File: config.mk
export PLATFORM = sky130hd
export DESIGN_NAME = hazard_tracker
export DESIGN_NICKNAME = d
export VERILOG_FILES = /design/src/rtl/hazard_tracker.sv
export SDC_FILE = /design/constraint.sdc
export NUM_CORES = 1
export LEC_CHECK = 0
export CAP_MARGIN = 20
export CORE_MARGIN = 2
export CORE_UTILIZATION = 45
export DETAILED_ROUTE_END_ITERATION = 6
export DONT_BUFFER_PORTS = 1
export HOLD_SLACK_MARGIN = 0.05
export PLACE_DENSITY = 0.67
export SYNTH_ARGS = -nofsm -noshare
export SYNTH_HDL_FRONTEND = slang
export SYNTH_SLANG_ARGS = --single-unit
File: constraint.sdc
create_clock -name clk -period 4 [get_ports clk]
set_clock_uncertainty 0.05 [all_clocks]
set_input_delay 1 -clock clk [delete_from_list [all_inputs] [get_ports clk]]
set_output_delay 1 -clock clk [all_outputs]
set_load 0.1 [all_outputs]
File: src/rtl/hazard_tracker.sv
// Pipeline hazard tracker: keeps E/M/W destination records and derives the
// D-stage stall plus operand forwarding selects for the D, E and M muxes.
module hazard_tracker #(
    parameter logic [4:0] NO_USE_MIN = 5'd2,
    parameter logic [4:0] NO_WR_MIN  = 5'd3
) (
    input  logic       clk,
    input  logic       reset_n,
    input  logic       freeze,
    input  logic [4:0] d_rs,
    input  logic [4:0] d_rt,
    input  logic [4:0] d_rsT,
    input  logic [4:0] d_rtT,
    input  logic [4:0] d_T,
    input  logic [4:0] d_dst,
    output logic       stall,
    output logic [1:0] fwd_d_rs,
    output logic [1:0] fwd_d_rt,
    output logic [1:0] fwd_e_rs,
    output logic [1:0] fwd_e_rt,
    output logic [1:0] fwd_m_rt
);

    typedef struct packed {
        logic [4:0] dst;
        logic [1:0] tnew;
        logic [4:0] rs;
        logic [4:0] rt;
    } rec_t;

    rec_t e_q, m_q, w_q, e_next;
    logic stall_rs, stall_rt;

    function automatic logic [1:0] sat_dec(input logic [1:0] x);
        return (x == 2'd0) ? 2'd0 : x - 2'd1;
    endfunction

    // A stage blocks a reader when its result is not ready by the reader's use stage.
    function automatic logic hit(input rec_t s, input logic [4:0] r, input logic [4:0] tu);
        return (s.dst == r) && ({3'b000, s.tnew} > tu);
    endfunction

    function automatic logic [1:0] fwd_d(input logic [4:0] r, input rec_t e,
                                         input rec_t m, input rec_t w);
        logic [1:0] sel;
        sel = 2'd0;
        if (r == 5'd0)
            sel = 2'd0;
        else if (e.dst == r)
            sel = (e.tnew == 2'd0) ? 2'd1 : 2'd0;
        else if (m.dst == r)
            sel = (m.tnew == 2'd0) ? 2'd2 : 2'd0;
        else if (w.dst == r)
            sel = (w.tnew == 2'd0) ? 2'd3 : 2'd0;
        return sel;
    endfunction

    function automatic logic [1:0] fwd_e(input logic [4:0] r, input rec_t m, input rec_t w);
        logic [1:0] sel;
        sel = 2'd0;
        if (r == 5'd0)
            sel = 2'd0;
        else if (m.dst == r)
            sel = (m.tnew == 2'd0) ? 2'd2 : 2'd0;
        else if (w.dst == r)
            sel = (w.tnew == 2'd0) ? 2'd3 : 2'd0;
        return sel;
    endfunction

    always_comb begin
        e_next = '0;
        if (!stall) begin
            e_next.dst  = (d_T >= NO_WR_MIN) ? 5'd0 : d_dst;
            e_next.tnew = d_T[1:0];
            e_next.rs   = d_rs;
            e_next.rt   = d_rt;
        end
    end

    always_ff @(posedge clk or negedge reset_n) begin
        if (!reset_n) begin
            e_q <= '0;
            m_q <= '0;
            w_q <= '0;
        end else if (!freeze) begin
            e_q      <= e_next;
            m_q.dst  <= e_q.dst;
            m_q.tnew <= sat_dec(e_q.tnew);
            m_q.rs   <= e_q.rs;
            m_q.rt   <= e_q.rt;
            w_q.dst  <= m_q.dst;
            w_q.tnew <= sat_dec(m_q.tnew);
            w_q.rs   <= m_q.rs;
            w_q.rt   <= m_q.rt;
        end
    end

    // W always has tnew == 0, so only E and M can hold up D.
    always_comb begin
        stall_rs = (d_rs != 5'd0) && (d_rsT < NO_USE_MIN) &&
                   (hit(e_q, d_rs, d_rsT) || hit(m_q, d_rs, d_rsT));
        stall_rt = (d_rt != 5'd0) && (d_rtT < NO_USE_MIN) &&
                   (hit(e_q, d_rt, d_rtT) || hit(m_q, d_rt, d_rtT));
        stall    = stall_rs | stall_rt;
        fwd_d_rs = fwd_d(d_rs, e_q, m_q, w_q);
        fwd_d_rt = fwd_d(d_rt, e_q, m_q, w_q);
        fwd_e_rs = fwd_e(e_q.rs, m_q, w_q);
        fwd_e_rt = fwd_e(e_q.rt, m_q, w_q);
        fwd_m_rt = ((m_q.rt != 5'd0) && (w_q.dst == m_q.rt) && (w_q.tnew == 2'd0)) ? 2'd3 : 2'd0;
    end

    // Source fields kept in the records for visibility but not consumed downstream.
    logic unused_fields;
    assign unused_fields = ^{m_q.rs, w_q.rs, w_q.rt};

endmodule

==> impl_metrics.py, run 1 <==
metrics = {
    "place": {
        "gp_congestion": 0.813,
        "dp.cells": 337,
        "placed_cell_area_sq_um": 2790,
        "preCtsSetupSlack_ns": 0.389,
        "hpwl_mm": 4.27,
        "io_buffer_count": 0,
    },
    "floorplan": {
        "fp.coreArea_sq_um": 5610,
        "dieHeight_um": 80.7,
        "io_pins": 44,
        "rows": 27,
        "die_x_um": 80.7,
        "start_util": 0.472,
        "dieArea_sq_um": 6510,
    },
    "timing": {
        "slew_headroom": 0.279,
        "post-route-period-util": 0.904,
        "worst_slack_ns": 0.385,
        "fmax_ghz": 0.277,
        "hold_violations": 0,
        "min_period_ns": 3.62,
        "setup-violations-final": 0,
        "drv_slew": 0,
        "tightestPinTransition_ns": 1.08,
        "rsz0062_at_grt": "no",
    },
    "logic_synthesis": {
        "synth_fp_nets": 315,
        "async_flop_share": 1.00,
        "synth_cell_types": 44,
        "yosysMostFrequentCell": "dfrtp_1",
        "syn_avg_cell_area_sq_um": 9.66,
        "yosys.area.top_type": "dfrtp_1",
        "ys.warnings.count": 0,
        "synth_area_leaders": "dfrtp_1 34%, xnor2_1 9.3%, xor2_1 8.6%, mux2_2 6.4%, nand2_1 4.3%",
        "synth_ff_type": "dfrtp_1",
        "yosysSeqAreaShare": 0.340,
        "synth_seq_cells": 36,
        "synthTopCellsByCount": "36 x dfrtp_1, 30 x nand2_1, 28 x xnor2_1, 26 x xor2_1, 20 x inv_1",
        "synth_edf_count": 0,
        "synth_area_sq_um": 2650,
        "synth.top_cell.area_share": 0.340,
        "netlist_instances": 274,
    },
    "clock_tree": {
        "cts_max_level": 2,
        "cts-resized-gates": 0,
        "cts_tree": "done",
        "root_buffer": "clkbuf_8",
        "clkTransAtPathRegs_ns": 0.08,
        "cts_setup_buffers": 0,
        "clock_latency_ns": 0.29,
        "cts_buffers": 5,
        "cts_hold_buf": 0,
        "cts.sinks": 36,
        "clock_path_buffers": 2,
    },
    "setup_path": {
        "startpoint_type": "input port",
        "cp.required_ns": 2.95,
        "rr_worst_depth": 6,
        "cp.arrival_ns": 2.57,
        "rr_startpoint": "e_q[14]",
        "worstSetupPathType": "in2out",
        "worstReg2RegEnd": "e_q[6]",
        "cp_max_fo": 5,
        "reg2reg_slack_ns": 1.80,
        "critical_path.endpoint_type": "output pin",
    },
    "detailed_routing": {
        "drt-pass1-iter-count": 4,
        "dr_total_vias": 1936,
        "drt_iter0_markers": 148,
        "drc_errors": 0,
        "drt-total-wl_mm": 5.98,
        "viasPerCell": 5.61,
        "drtAntennaViolNets": 0,
        "drt-wirelength-per-cell_um": 17.3,
    },
    "flow_run": {
        "cap_violations": 0,
    },
    "grt": {
        "antenna_found_initial": 0,
        "grt_usage": 0.204,
        "grt_overflow_total": 0,
        "grt_pass1_vias": 1916,
        "grt_max_degree": 58,
        "grt_pass1_wl_mm": 9.95,
    },
    "cells_and_area": {
        "nets": 313,
        "area_growth_pct": 9.60,
        "antenna_cells": 0,
        "fin_util": 0.517,
        "finalNonFillerCells": 345,
        "drive_gt1_frac": 0.223,
        "fin_area_sq_um": 2900,
    },
    "power_and_ir_drop": {
        "p_leak_nw": 1.29,
        "p_per_area_nw_per_um2": 335,
        "peakVddDrop_mv": 0.135,
    },
    "run_status": {
        "status": "complete, no violations",
    },
    "hold_path": {
        "min_path_type": "in2async",
    },
}
-- cells by family after synthesis --
| family | after synthesis | share of synthesized area |
|---|---|---|
| AO/OA/AOI/OAI | 45 | 0.158 |
| XOR/XNOR | 54 | 0.179 |
| adder cells (fa/ha/maj) | 8 | 0.0378 |
| buffers and inverters | 42 | 0.0733 |
| flip-flops | 36 | 0.340 |
| multiplexers | 16 | 0.0676 |
| AND/OR/NAND/NOR | 73 | 0.144 |
-- critical path: stages --
cell,delay (ns)
or4_1,0.53
nor2_2,0.23
a2111o_1,0.20
o22ai_4,0.08
or2_2,0.35
buf_12,0.18
-- power breakdown --
group / leakage, nW / switching (mW) / internal, mW
sequential: 0.468 / 0.0411 / 0.390
clock: 0.0541 / 0.139 / 0.184
combinational: 0.764 / 0.121 / 0.0944
-- sequential cells by signal, indices dropped and copies added (netlist names) --
signal  count
w_q         7
m_q        12
e_q        17
-- placed cells by master, fill, tap and decap left out, types with 2 or more instances in the layout --
| cell | count |
|---|---|
| xnor2_1 | 28 |
| nor3b_4 | 3 |
| or4_1 | 4 |
| nand4_1 | 4 |
| nor2_2 | 2 |
| a211oi_1 | 2 |
| xor2_1 | 26 |
| a21oi_1 | 5 |
| o211ai_1 | 2 |
| nor2_1 | 6 |
| or4_4 | 2 |
| dfrtp_1 | 36 |
| a2111o_1 | 2 |
| nand2_1 | 30 |
| o41ai_1 | 7 |
| mux2_2 | 15 |
| o31ai_2 | 4 |
| o21ai_0 | 6 |
| nor3_1 | 7 |
| buf_4 | 12 |
| a2111oi_0 | 2 |
| inv_1 | 20 |
| nand3_1 | 4 |
| clkbuf_8 | 5 |
| o41ai_2 | 5 |
| nor4_1 | 2 |
| nand3b_1 | 5 |
| ha_1 | 8 |
| o21bai_2 | 2 |
-- stage by stage --
| stage | setup TNS (ns) | total power [mW] | hold WS, ns |
|---|---|---|---|
| final | 0 | 0.971 | 0.344 |
| after global placement | 0 | 0.652 | 0.412 |
| after detailed placement | 0 | 0.656 | 0.427 |
| after floorplan | -0.232 | 0.618 | 0.401 |
| after global routing | 0 | 1.02 | 0.325 |
| after CTS | 0 | 0.981 | 0.337 |
-- how the worst max path moves through the flow --
stage	cells past startpoint	endpoint	slack (ns)	from
finish	6	stall	0.38	d_rs[1]
global route	6	stall	0.33	d_rs[1]
CTS	6	stall	0.38	d_rs[1]
detailed placement	6	stall	0.39	d_rs[1]
global placement	6	stall	0.39	d_rs[1]
floorplan	6	fwd_d_rs[1]	-0.14	d_rs[0]
-- layout make-up --
type                            instances  area (sq um)
Clock buffer                            5          68.8
Clock inverter                          3          42.5
Fill cell                             507          2710
Inverter                               20          75.1
Multi-Input combinational cell        196          1610
Sequential cell                        36           901
Tap cell                               72          90.1
Timing Repair Buffer                   13           110
-- per-layer routing --
metal | part of all wire | track usage | vias up
li1 | - | - | 949
met1 | 0.48 | 0.287 | 934
met2 | 0.45 | 0.304 | 45
met3 | 0.062 | 0.0584 | 8
met4 | 0.0094 | 0.0559 | 0
met5 | 0 | 0 | -
Power figures use the tool's default switching activity.
==> inputs of run 2 (changes only) <==
--- a/config.mk
+++ b/config.mk
@@ -12,6 +12,7 @@
 export DONT_BUFFER_PORTS = 1
 export HOLD_SLACK_MARGIN = 0.05
 export PLACE_DENSITY = 0.67
+export SETUP_SLACK_MARGIN = 0.15
 export SYNTH_ARGS = -nofsm -noshare
 export SYNTH_HDL_FRONTEND = slang
 export SYNTH_SLANG_ARGS = --single-unit
==> run 2 against run 1 <==
Net effect: count of clock-buffer cells in the layout up 2; non-clock buffer count down 1; largest cell class unchanged; flip-flop and latch count unchanged; clock power up 10%; via count up 2.4%; largest power group unchanged; critical endpoint unchanged; critical path type unchanged.
==> impl_metrics.py, run 2 (same netlist as run 1, synthesis figures left out) <==
metrics = {
    "run_status": {
        "status": "complete, no violations",
    },
    "clock_tree": {
        "cts_max_level": 2,
        "root_buffer": "clkbuf_8",
        "cts_hold_buf": 0,
        "cts_buffers": 5,
        "cts-resized-gates": 0,
        "clock_path_buffers": 2,
        "clkTransAtPathRegs_ns": 0.08,
        "cts_setup_buffers": 0,
        "clock_latency_ns": 0.30,
        "cts_tree": "done",
        "cts.sinks": 36,
    },
    "detailed_routing": {
        "drtAntennaViolNets": 0,
        "viasPerCell": 5.76,
        "dr_total_vias": 1983,
        "drc_errors": 0,
        "drt_iter0_markers": 147,
        "drt-total-wl_mm": 6.08,
        "drt-pass1-iter-count": 4,
        "drt-wirelength-per-cell_um": 17.7,
    },
    "timing": {
        "drv_slew": 0,
        "worst_slack_ns": 0.420,
        "setup-violations-final": 0,
        "whs_ns": 0.337,
        "post-route-period-util": 0.895,
        "hold_violations": 0,
        "min_period_ns": 3.58,
        "tightestPinTransition_ns": 1.08,
        "slew_headroom": 0.279,
        "fmax_ghz": 0.279,
        "rsz0062_at_grt": "no",
    },
    "cells_and_area": {
        "nets": 312,
        "final_cell_mix": "36 x dfrtp_1, 30 x nand2_1, 28 x xnor2_1, 26 x xor2_1, 20 x inv_1",
        "antenna_cells": 0,
        "reg.largest.list": "e_q x17, m_q x12, w_q x7",
        "area_growth_pct": 10.0,
        "finalNonFillerCells": 344,
        "largest_reg_flops": 17,
        "drive_gt1_frac": 0.221,
        "regMostFlops": "e_q",
        "final_common_cell": "dfrtp_1",
        "fill_cells": 516,
    },
    "grt": {
        "grt_usage": 0.209,
        "grt_pass1_vias": 1947,
        "grt_use_met1": 0.285,
        "grt_max_degree": 58,
        "antenna_found_initial": 0,
        "grtUsageMet3": 0.0528,
        "busiest_layer": "met2",
        "grt_overflow_total": 0,
        "grt_pass1_wl_mm": 10.1,
        "met2_usage": 0.315,
    },
    "setup_path": {
        "reg2reg_slack_ns": 1.83,
        "cp_slowest_cell": "or4_1",
        "startpoint_type": "input port",
        "cp_max_fo": 5,
        "cp.arrival_ns": 2.53,
        "cp_cell_sequence": "or4_1 -> nor2_2 -> a2111o_1 -> o22ai_4 -> or2_4 -> buf_12",
        "rr_startpoint": "e_q[14]",
        "rr_worst_depth": 6,
        "worstSetupPathType": "in2out",
        "cp.required_ns": 2.95,
        "critical_path.endpoint_type": "output pin",
        "cp_slowest_stage_delay_ns": 0.53,
        "worstReg2RegEnd": "e_q[15]",
    },
    "place": {
        "gp_congestion": 0.856,
        "io_buffer_count": 0,
        "hpwl_mm": 4.35,
        "dp.cells": 336,
        "preCtsSetupSlack_ns": 0.428,
    },
    "power_and_ir_drop": {
        "peakVddDrop_mv": 0.169,
        "p_leak_nw": 1.29,
        "p_per_area_nw_per_um2": 346,
    },
    "floorplan": {
        "dieArea_sq_um": 6510,
        "io_pins": 44,
        "die_x_um": 80.7,
        "rows": 27,
        "fp.coreArea_sq_um": 5610,
        "dieHeight_um": 80.7,
        "start_util": 0.472,
    },
    "flow_run": {
        "cap_violations": 0,
    },
    "hold_path": {
        "min_path_type": "in2async",
    },
}
## run 2: cell count changes in the layout (fill, tap and decap cells not counted)
cell / delta
clkinv_2: -1
or2_4: +1
a2111oi_1: +1
or2_2: -1
clkinvlp_4: -1
buf_4: -1
clkbuf_8: +2
a2111oi_0: -1
## run 2: critical path: cells and delay by family
| family | cells | cell delay [ns] |
|---|---|---|
| AND/OR/NAND/NOR | 3 | 1.07 |
| AO/OA/AOI/OAI | 2 | 0.29 |
| buffers and inverters | 1 | 0.17 |
## run 2: metrics by stage
stage          total power [mW]  instance area, sq um   util  TNS [ns]
2_1_floorplan             0.618                  2680      -    -0.232
3_3_place_gp              0.651                  2780  0.496         0
3_5_place_dp              0.656                  2780  0.496         0
4_1_cts                    1.01                  2910  0.519         0
5_1_grt                    1.05                  2910  0.519         0
6_report                   1.01                  2910  0.519         0
## run 2: worst max-delay path by stage
stage | from | end | slack [ns] | depth (start not counted)
3_5_place_dp | d_rs[1] | stall | 0.43 | 6
4_1_cts | d_rs[1] | stall | 0.43 | 6
3_3_place_gp | d_rs[1] | stall | 0.48 | 6
2_1_floorplan | d_rs[0] | fwd_d_rs[1] | -0.14 | 6
6_report | d_rs[1] | stall | 0.42 | 6
5_1_grt | d_rs[1] | stall | 0.37 | 6
## run 2: area by class of cell
cell class / instances / area (sq um) / area share
Inverter: 20 / 75.1 / 0.0258
Clock inverter: 1 / 30.0 / 0.0103
Clock buffer: 7 / 96.3 / 0.0331
Multi-Input combinational cell: 196 / 1620 / 0.555
Tap cell: 72 / 90.1 / 0.0309
Sequential cell: 36 / 901 / 0.309
Timing Repair Buffer: 12 / 103 / 0.0352
## run 2: layer usage
layer,share of wire,vias up
li1,-,941
met1,0.46,974
met2,0.44,59
met3,0.072,9
met4,0.021,0
met5,0,-
## run 2: power breakdown
| part | internal (mW) | total [mW] | switching [mW] |
|---|---|---|---|
| Sequential | 0.391 | 0.433 | 0.0421 |
| Combinational | 0.0941 | 0.216 | 0.122 |
| Clock | 0.220 | 0.357 | 0.137 |
| Total | 0.705 | 1.01 | 0.301 |
